[src/rtl/spwm_pkg.sv]
// spwm_pkg -- shared definitions for the sinusoidal PWM sequencer.
//
// Holds the default staircase geometry (peak step, compare increment,
// duty width, dead time), the step-counter width and the sequencer state
// encoding, so the sequencer and the spwm top level agree on them.
package spwm_pkg;

    localparam int STEPS_DEF     = 21;
    localparam int DUTY_STEP_DEF = 476;
    localparam int W_DEF         = 14;
    localparam int DEAD_CYC_DEF  = 8;

    // Width of the step index; caps the staircase peak at 31.
    localparam int CNT_W = 5;

    typedef enum logic [2:0] {
        IDLE    = 3'd0,
        P_UP    = 3'd1,
        P_DN    = 3'd2,
        DEAD_PN = 3'd3,
        N_UP    = 3'd4,
        N_DN    = 3'd5,
        DEAD_NP = 3'd6
    } spwm_state_t;

    // The positive generator runs only while the positive staircase is live.
    function automatic logic runs_p(input spwm_state_t s);
        return (s == P_UP) || (s == P_DN);
    endfunction

    function automatic logic runs_n(input spwm_state_t s);
        return (s == N_UP) || (s == N_DN);
    endfunction

    // The dead time that follows the negative half still belongs to it.
    function automatic logic is_neg_half(input spwm_state_t s);
        return (s == N_UP) || (s == N_DN) || (s == DEAD_NP);
    endfunction

endpackage

[src/rtl/spwm_seq_dead_timer.sv]
// dead_timer -- fixed-length dead-time counter for the SPWM sequencer.
//
// Ports:
//   clk    : clock, rising edge
//   rst    : asynchronous active-low reset
//   load   : start a new dead interval (one-cycle pulse)
//   expire : high during the last cycle of the interval, so a state
//            machine acting on it leaves after exactly DEAD_CYC cycles
module dead_timer #(
    parameter int DEAD_CYC = 8
) (
    input  logic clk,
    input  logic rst,
    input  logic load,
    output logic expire
);

    localparam int CW = $clog2(DEAD_CYC + 1);

    logic [CW-1:0] count;

    // Loaded with the full interval on entry to a dead state, then counts
    // down to zero and parks there until the next load.
    always_ff @(posedge clk or negedge rst) begin
        if (!rst) begin
            count <= '0;
        end else if (load) begin
            count <= CW'(DEAD_CYC);
        end else if (count != '0) begin
            count <= count - CW'(1);
        end
    end

    // A value of one marks the final dead cycle: the caller's next edge
    // is the one that leaves the dead state.
    assign expire = (count == CW'(1));

endmodule

[src/rtl/spwm_seq.sv]
// spwm_seq -- half-sine staircase sequencer driving a positive/negative
// PWM generator pair.
//
// Each half-cycle steps a compare word up from 0 to STEPS and back down to
// 0, advancing one step per period-end pulse of the active generator, then
// holds both generators idle for DEAD_CYC clocks before the other polarity.
//
// Ports:
//   clk                  : clock, rising edge
//   rst                  : asynchronous active-low reset
//   en                   : run request (level); sampled at start and at
//                          half-cycle boundaries only
//   rdy_p, rdy_n         : period-end pulses from the positive/negative PWM
//   e_p, e_n             : count enables for the positive/negative PWM
//   rst_syn_p, rst_syn_n : synchronous clears holding each PWM idle
//   cnt                  : current step index
//   duty                 : compare word, cnt * DUTY_STEP
//   half                 : polarity, 1 while in the negative half
//   cycle_done           : one-cycle pulse at the end of a full sine period
module spwm_seq
    import spwm_pkg::*;
#(
    parameter int STEPS     = STEPS_DEF,
    parameter int DUTY_STEP = DUTY_STEP_DEF,
    parameter int W         = W_DEF,
    parameter int DEAD_CYC  = DEAD_CYC_DEF
) (
    input  logic             clk,
    input  logic             rst,
    input  logic             en,
    input  logic             rdy_p,
    input  logic             rdy_n,
    output logic             e_p,
    output logic             e_n,
    output logic             rst_syn_p,
    output logic             rst_syn_n,
    output logic [CNT_W-1:0] cnt,
    output logic [W-1:0]     duty,
    output logic             half,
    output logic             cycle_done
);

    // Reject geometries the step counter or the duty word cannot hold.
    if (STEPS < 1 || STEPS > 31) begin : g_bad_steps
        $error("spwm_seq: STEPS must lie in 1..31");
    end
    if (longint'(STEPS) * longint'(DUTY_STEP) > (longint'(1) << W) - 1) begin : g_bad_duty
        $error("spwm_seq: STEPS*DUTY_STEP overflows the W-bit duty word");
    end
    if (DEAD_CYC < 1) begin : g_bad_dead
        $error("spwm_seq: DEAD_CYC must be at least 1");
    end

    localparam logic [CNT_W-1:0] STEPS_C = CNT_W'(STEPS);
    localparam logic [CNT_W-1:0] PEAK_DN = CNT_W'(STEPS - 1);

    spwm_state_t      state;
    spwm_state_t      state_nxt;
    logic [CNT_W-1:0] cnt_nxt;
    logic             dead_load;
    logic             dead_expire;
    logic             done_nxt;

    dead_timer #(
        .DEAD_CYC (DEAD_CYC)
    ) u_dead_timer (
        .clk    (clk),
        .rst    (rst),
        .load   (dead_load),
        .expire (dead_expire)
    );

    // Next-state decision. Only the active half's rdy advances the
    // staircase; en is looked at only when a half-cycle or a dead time
    // ends, so a stop request never cuts a staircase short.
    always_comb begin
        state_nxt = state;
        cnt_nxt   = cnt;
        dead_load = 1'b0;
        done_nxt  = 1'b0;
        case (state)
            IDLE: begin
                if (en) begin
                    state_nxt = P_UP;
                    cnt_nxt   = '0;
                end
            end
            P_UP: begin
                if (rdy_p) begin
                    if (cnt < STEPS_C) begin
                        cnt_nxt = cnt + CNT_W'(1);
                    end else begin
                        state_nxt = P_DN;
                        cnt_nxt   = PEAK_DN;
                    end
                end
            end
            P_DN: begin
                if (rdy_p) begin
                    if (cnt != '0) begin
                        cnt_nxt = cnt - CNT_W'(1);
                    end else if (en) begin
                        state_nxt = DEAD_PN;
                        dead_load = 1'b1;
                    end else begin
                        state_nxt = IDLE;
                    end
                end
            end
            DEAD_PN: begin
                if (dead_expire) begin
                    state_nxt = en ? N_UP : IDLE;
                    cnt_nxt   = '0;
                end
            end
            N_UP: begin
                if (rdy_n) begin
                    if (cnt < STEPS_C) begin
                        cnt_nxt = cnt + CNT_W'(1);
                    end else begin
                        state_nxt = N_DN;
                        cnt_nxt   = PEAK_DN;
                    end
                end
            end
            N_DN: begin
                if (rdy_n) begin
                    if (cnt != '0) begin
                        cnt_nxt = cnt - CNT_W'(1);
                    end else if (en) begin
                        state_nxt = DEAD_NP;
                        dead_load = 1'b1;
                    end else begin
                        state_nxt = IDLE;
                    end
                end
            end
            DEAD_NP: begin
                if (dead_expire) begin
                    state_nxt = en ? P_UP : IDLE;
                    cnt_nxt   = '0;
                    done_nxt  = 1'b1;
                end
            end
            default: begin
                state_nxt = IDLE;
                cnt_nxt   = '0;
            end
        endcase
    end

    // State, step index and every control output are registered together,
    // the outputs being decoded from the state being entered so they line
    // up with it in the same cycle.
    always_ff @(posedge clk or negedge rst) begin
        if (!rst) begin
            state      <= IDLE;
            cnt        <= '0;
            e_p        <= 1'b0;
            e_n        <= 1'b0;
            rst_syn_p  <= 1'b1;
            rst_syn_n  <= 1'b1;
            half       <= 1'b0;
            cycle_done <= 1'b0;
        end else begin
            state      <= state_nxt;
            cnt        <= cnt_nxt;
            e_p        <= runs_p(state_nxt);
            e_n        <= runs_n(state_nxt);
            rst_syn_p  <= !runs_p(state_nxt);
            rst_syn_n  <= !runs_n(state_nxt);
            half       <= is_neg_half(state_nxt);
            cycle_done <= done_nxt;
        end
    end

    // The staircase height never exceeds the duty word, so truncation to W
    // bits is lossless.
    assign duty = W'(32'(cnt) * DUTY_STEP);

endmodule

[config.mk]
export PLATFORM = sky130hd
export DESIGN_NAME = spwm_seq
export DESIGN_NICKNAME = d
export VERILOG_FILES = /design/src/rtl/spwm_pkg.sv /design/src/rtl/spwm_seq_dead_timer.sv /design/src/rtl/spwm_seq.sv
export SDC_FILE = /design/constraint.sdc
export NUM_CORES = 1
export LEC_CHECK = 0
export BUFFER_PORTS_ARGS = -buffer_cell sky130_fd_sc_hd__buf_4
export CORE_UTILIZATION = 63
export DETAILED_ROUTE_END_ITERATION = 10
export PLACE_DENSITY = 0.94
export SLEW_MARGIN = 20
export SYNTH_ARGS = -nofsm -noshare
export SYNTH_HDL_FRONTEND = slang
export SYNTH_SLANG_ARGS = --single-unit
[constraint.sdc]
create_clock -name clk -period 6.9 [get_ports clk]
set_input_delay 0.345 -clock clk [delete_from_list [all_inputs] [get_ports clk]]
set_output_delay 0.345 -clock clk [all_outputs]
set_load 0.05 [all_outputs]
==> results by group <==
Run status
  – Run status: finished, final reports clean

Place
  – Hpwl dp: 3.75 mm
  – I/O Buffers: 27
  – Inst Count DP: 297
  – GPL Wtd Cong: 0.898

Clock network
  – Clock Tree Buf Depth: 2
  – CTS HTree Levels: 1
  – CTS Hold Bufs: 1
  – Inserted Clock Buffers: 3
  – CTS clk-pin slew, worst paths: 0.13 ns
  – CTS Sinks: 18
  – Skew-Pair Late Insertion Delay: 0.31 ns
  – Root buf cell: clkbuf_4
  – CTS tree: yes
  – Post-CTS Resized: 0
  – Setup bufs post-CTS: 0

Timing
  – Worst Clk Skew: 0.0137 ns
  – Slew Viols, Final: 0
  – Worst slew margin: 0.658
  – Peak Freq: 224 MHz
  – Final count of hold timing violations: 0
  – Setup tns final: 0 ns
  – Setup-failing EPs final: 0
  – Fin crit period: 4.47 ns
  – RSZ-0062 raised after global routing: false
  – Final Cycle Share: 0.648
  – Slew @ Worst Pin: 0.500 ns

Cells and area
  – Inserted Diodes: 0
  – Final #Nets: 307
  – Non-Filler Instances: 302
  – Max reg flops: 5
  – Share of post-route cells with drive strength above 1: 0.159
  – Largest registers: cnt (5), u_dead_timer.count (4), state (3)
  – FILL cells: 233
  – Largest Register: cnt
  – Post-Route Utilization: 0.761
  – Area Growth Syn to Fin: 11.2%

Run
  – Max-capacitance violation count: 0

Synthesis
  – Number of synthesized flops with an enable pin: 0
  – Seq/Total Area, Yosys: 0.210
  – Mapped Cells: 234
  – Synth Cell Area: 2160 µm²
  – Top FF cell, synth: dfrtp_1
  – Ys Warns: 0
  – #FFs+latches synth: 18
  – Proportion of netlist area held by the largest area contributor: 0.197
  – Synth area leaders: ha_1 (20%), dfrtp_1 (19%), fa_1 (8.3%)
  – Largest area contributor in the netlist: ha_1
  – Synth async-reset ratio: 1.00
  – Post-synth cell types: 58
  – Post-Syn Area per Cell: 9.22 µm²

Detailed routing
  – Wirelength, routed: 4.74 mm
  – Drt first pass iters: 5
  – DRC viols: 0
  – Vias/cell: 5.92
  – Drt initial violations: 119
  – Final ANT Viol Nets: 0
  – Routed len/inst: 15.7 µm
  – DR vias: 1789

Die
  – Core Area: 3150 µm²
  – Die X: 60.5 µm
  – Ports: 30
  – Die Span Y: 60.5 µm
  – Std-Cell Rows: 20
  – Initial core utilization: 0.685
  – Die area: 3660 µm²

Worst setup path
  – Crit path kind: reg -> out
  – CP Data Required Time: 6.55 ns
  – Worst flop-to-flop path startpoint: cnt[1]
  – Crit path from: cnt[3]
  – Max FO, Critical Path: 8
  – Startpoint Class: flip-flop
  – Crit path DAT: 4.12 ns
  – Worst setup EP type: primary output

Global route
  – Initial antenna violation count: 0
  – GRT Residual Overflow: 0
  – Overall Global Routing Usage: 0.290
  – First-pass GRT wire length: 7.87 mm
  – Largest net degree at the start of global routing: 19
  – Vias in the first global route: 1677

Min path
  – HP Start: en
  – HP Class: in -> reg
-- placed cells by master, fill, tap and decap left out, types with 3 or more instances in the layout --
cell type and instances:
nand2b_1 5, a21oi_1 14, nor3_1 6, fa_1 9, dfrtp_1 16, o211a_1 3
buf_4 27, o21ai_0 9, nor2b_1 3, clkbuf_4 3, o21a_1 5, nand2_1 11
nand3_1 4, inv_1 29, nor2_1 12, ha_1 34, xnor2_1 9, xor2_1 4
-- cells in the mapped netlist (2+ instances only) --
cell type / number
o21ai_1: 2
and2_1: 2
inv_1: 29
and3b_1: 2
nor3_1: 6
buf_4: 6
fa_1: 9
a21oi_1: 14
a21o_1: 2
o31ai_1: 2
nand3b_1: 2
o21a_1: 5
and3_1: 2
nand2_1: 11
a211oi_1: 2
xor2_1: 4
o211a_1: 3
a211o_1: 2
nand2b_1: 5
dfrtp_1: 16
nand3_1: 4
xnor2_1: 9
o21ai_0: 9
mux2_1: 2
a21boi_1: 2
dfstp_2: 2
ha_1: 34
nor2b_1: 3
nor2_1: 12
and4b_1: 2
buf_2: 2
-- metal layers --
layer | vias up | GRT usage | routed length [µm]
li1 | 862 | - | -
met1 | 858 | 0.426 | 2210
met2 | 67 | 0.454 | 2250
met3 | 2 | 0.0490 | 262
met4 | 0 | 0.0617 | 14
met5 | - | 0 | 0
-- final timing paths --
| kind | end | slack (ns) | cells after the start |
|---|---|---|---|
| worst min-delay path | u_dead_timer.count[2] | 0.42 | 3 |
| min in group asynchronous | cnt[3] | 0.43 | 2 |
| max in group asynchronous | rst_syn_n | 6.19 | 2 |
| worst min register to register | u_dead_timer.count[1] | 0.59 | 2 |
| worst max-delay path | duty[13] | 2.43 | 14 |
| worst max register to register | e_p | 4.47 | 7 |
-- kinds of logic (layout without fill, tap and decap cells) --
group,count (synthesis),after routing,share of synthesized area
AND/OR/NAND/NOR,60,60,0.161
AO/OA/AOI/OAI,59,59,0.203
adder cells (fa/ha/maj),43,43,0.281
buffers and inverters,38,61,0.0812
flip-flops,18,18,0.210
XOR/XNOR,13,13,0.0528
multiplexers,2,2,0.0104
other,1,2,0.00174
-- area by class of cell --
cell class / instances / area (µm²) / share of cell area
inverter: 29 / 109 / 0.0454
clock buffer: 4 / 36.3 / 0.0151
timing repair buffer: 28 / 213 / 0.0886
sequential: 18 / 453 / 0.189
tap: 44 / 55.1 / 0.0229
multi-input combinational: 179 / 1530 / 0.639
-- through the flow --
step                      instance area, µm²  worst slack (ns)  hold WS [ns]
after global routing                    2400              2.25         0.437
after global placement                  2350              3.06         0.226
after CTS                               2400              2.46         0.418
after floorplan                         2160              2.20        0.0494
after detailed placement                2350              2.86         0.234
final                                   2400              2.43         0.423
-- critical path, cell delays in order (launching register included) --
cell and delay, ns:
dfrtp_1 0.54, inv_1 0.14, ha_1 0.31, inv_1 0.07, fa_1 0.50, inv_1 0.05
fa_1 0.49, inv_1 0.06, ha_1 0.34, a21oi_1 0.21, nor2_1 0.09, o31ai_1 0.46
a21oi_1 0.13, nor3_1 0.19, buf_4 0.22
Power is left out: the tool's default activity adds up to more than one toggle a clock period on the data nets, which glitch-free logic cannot reach.
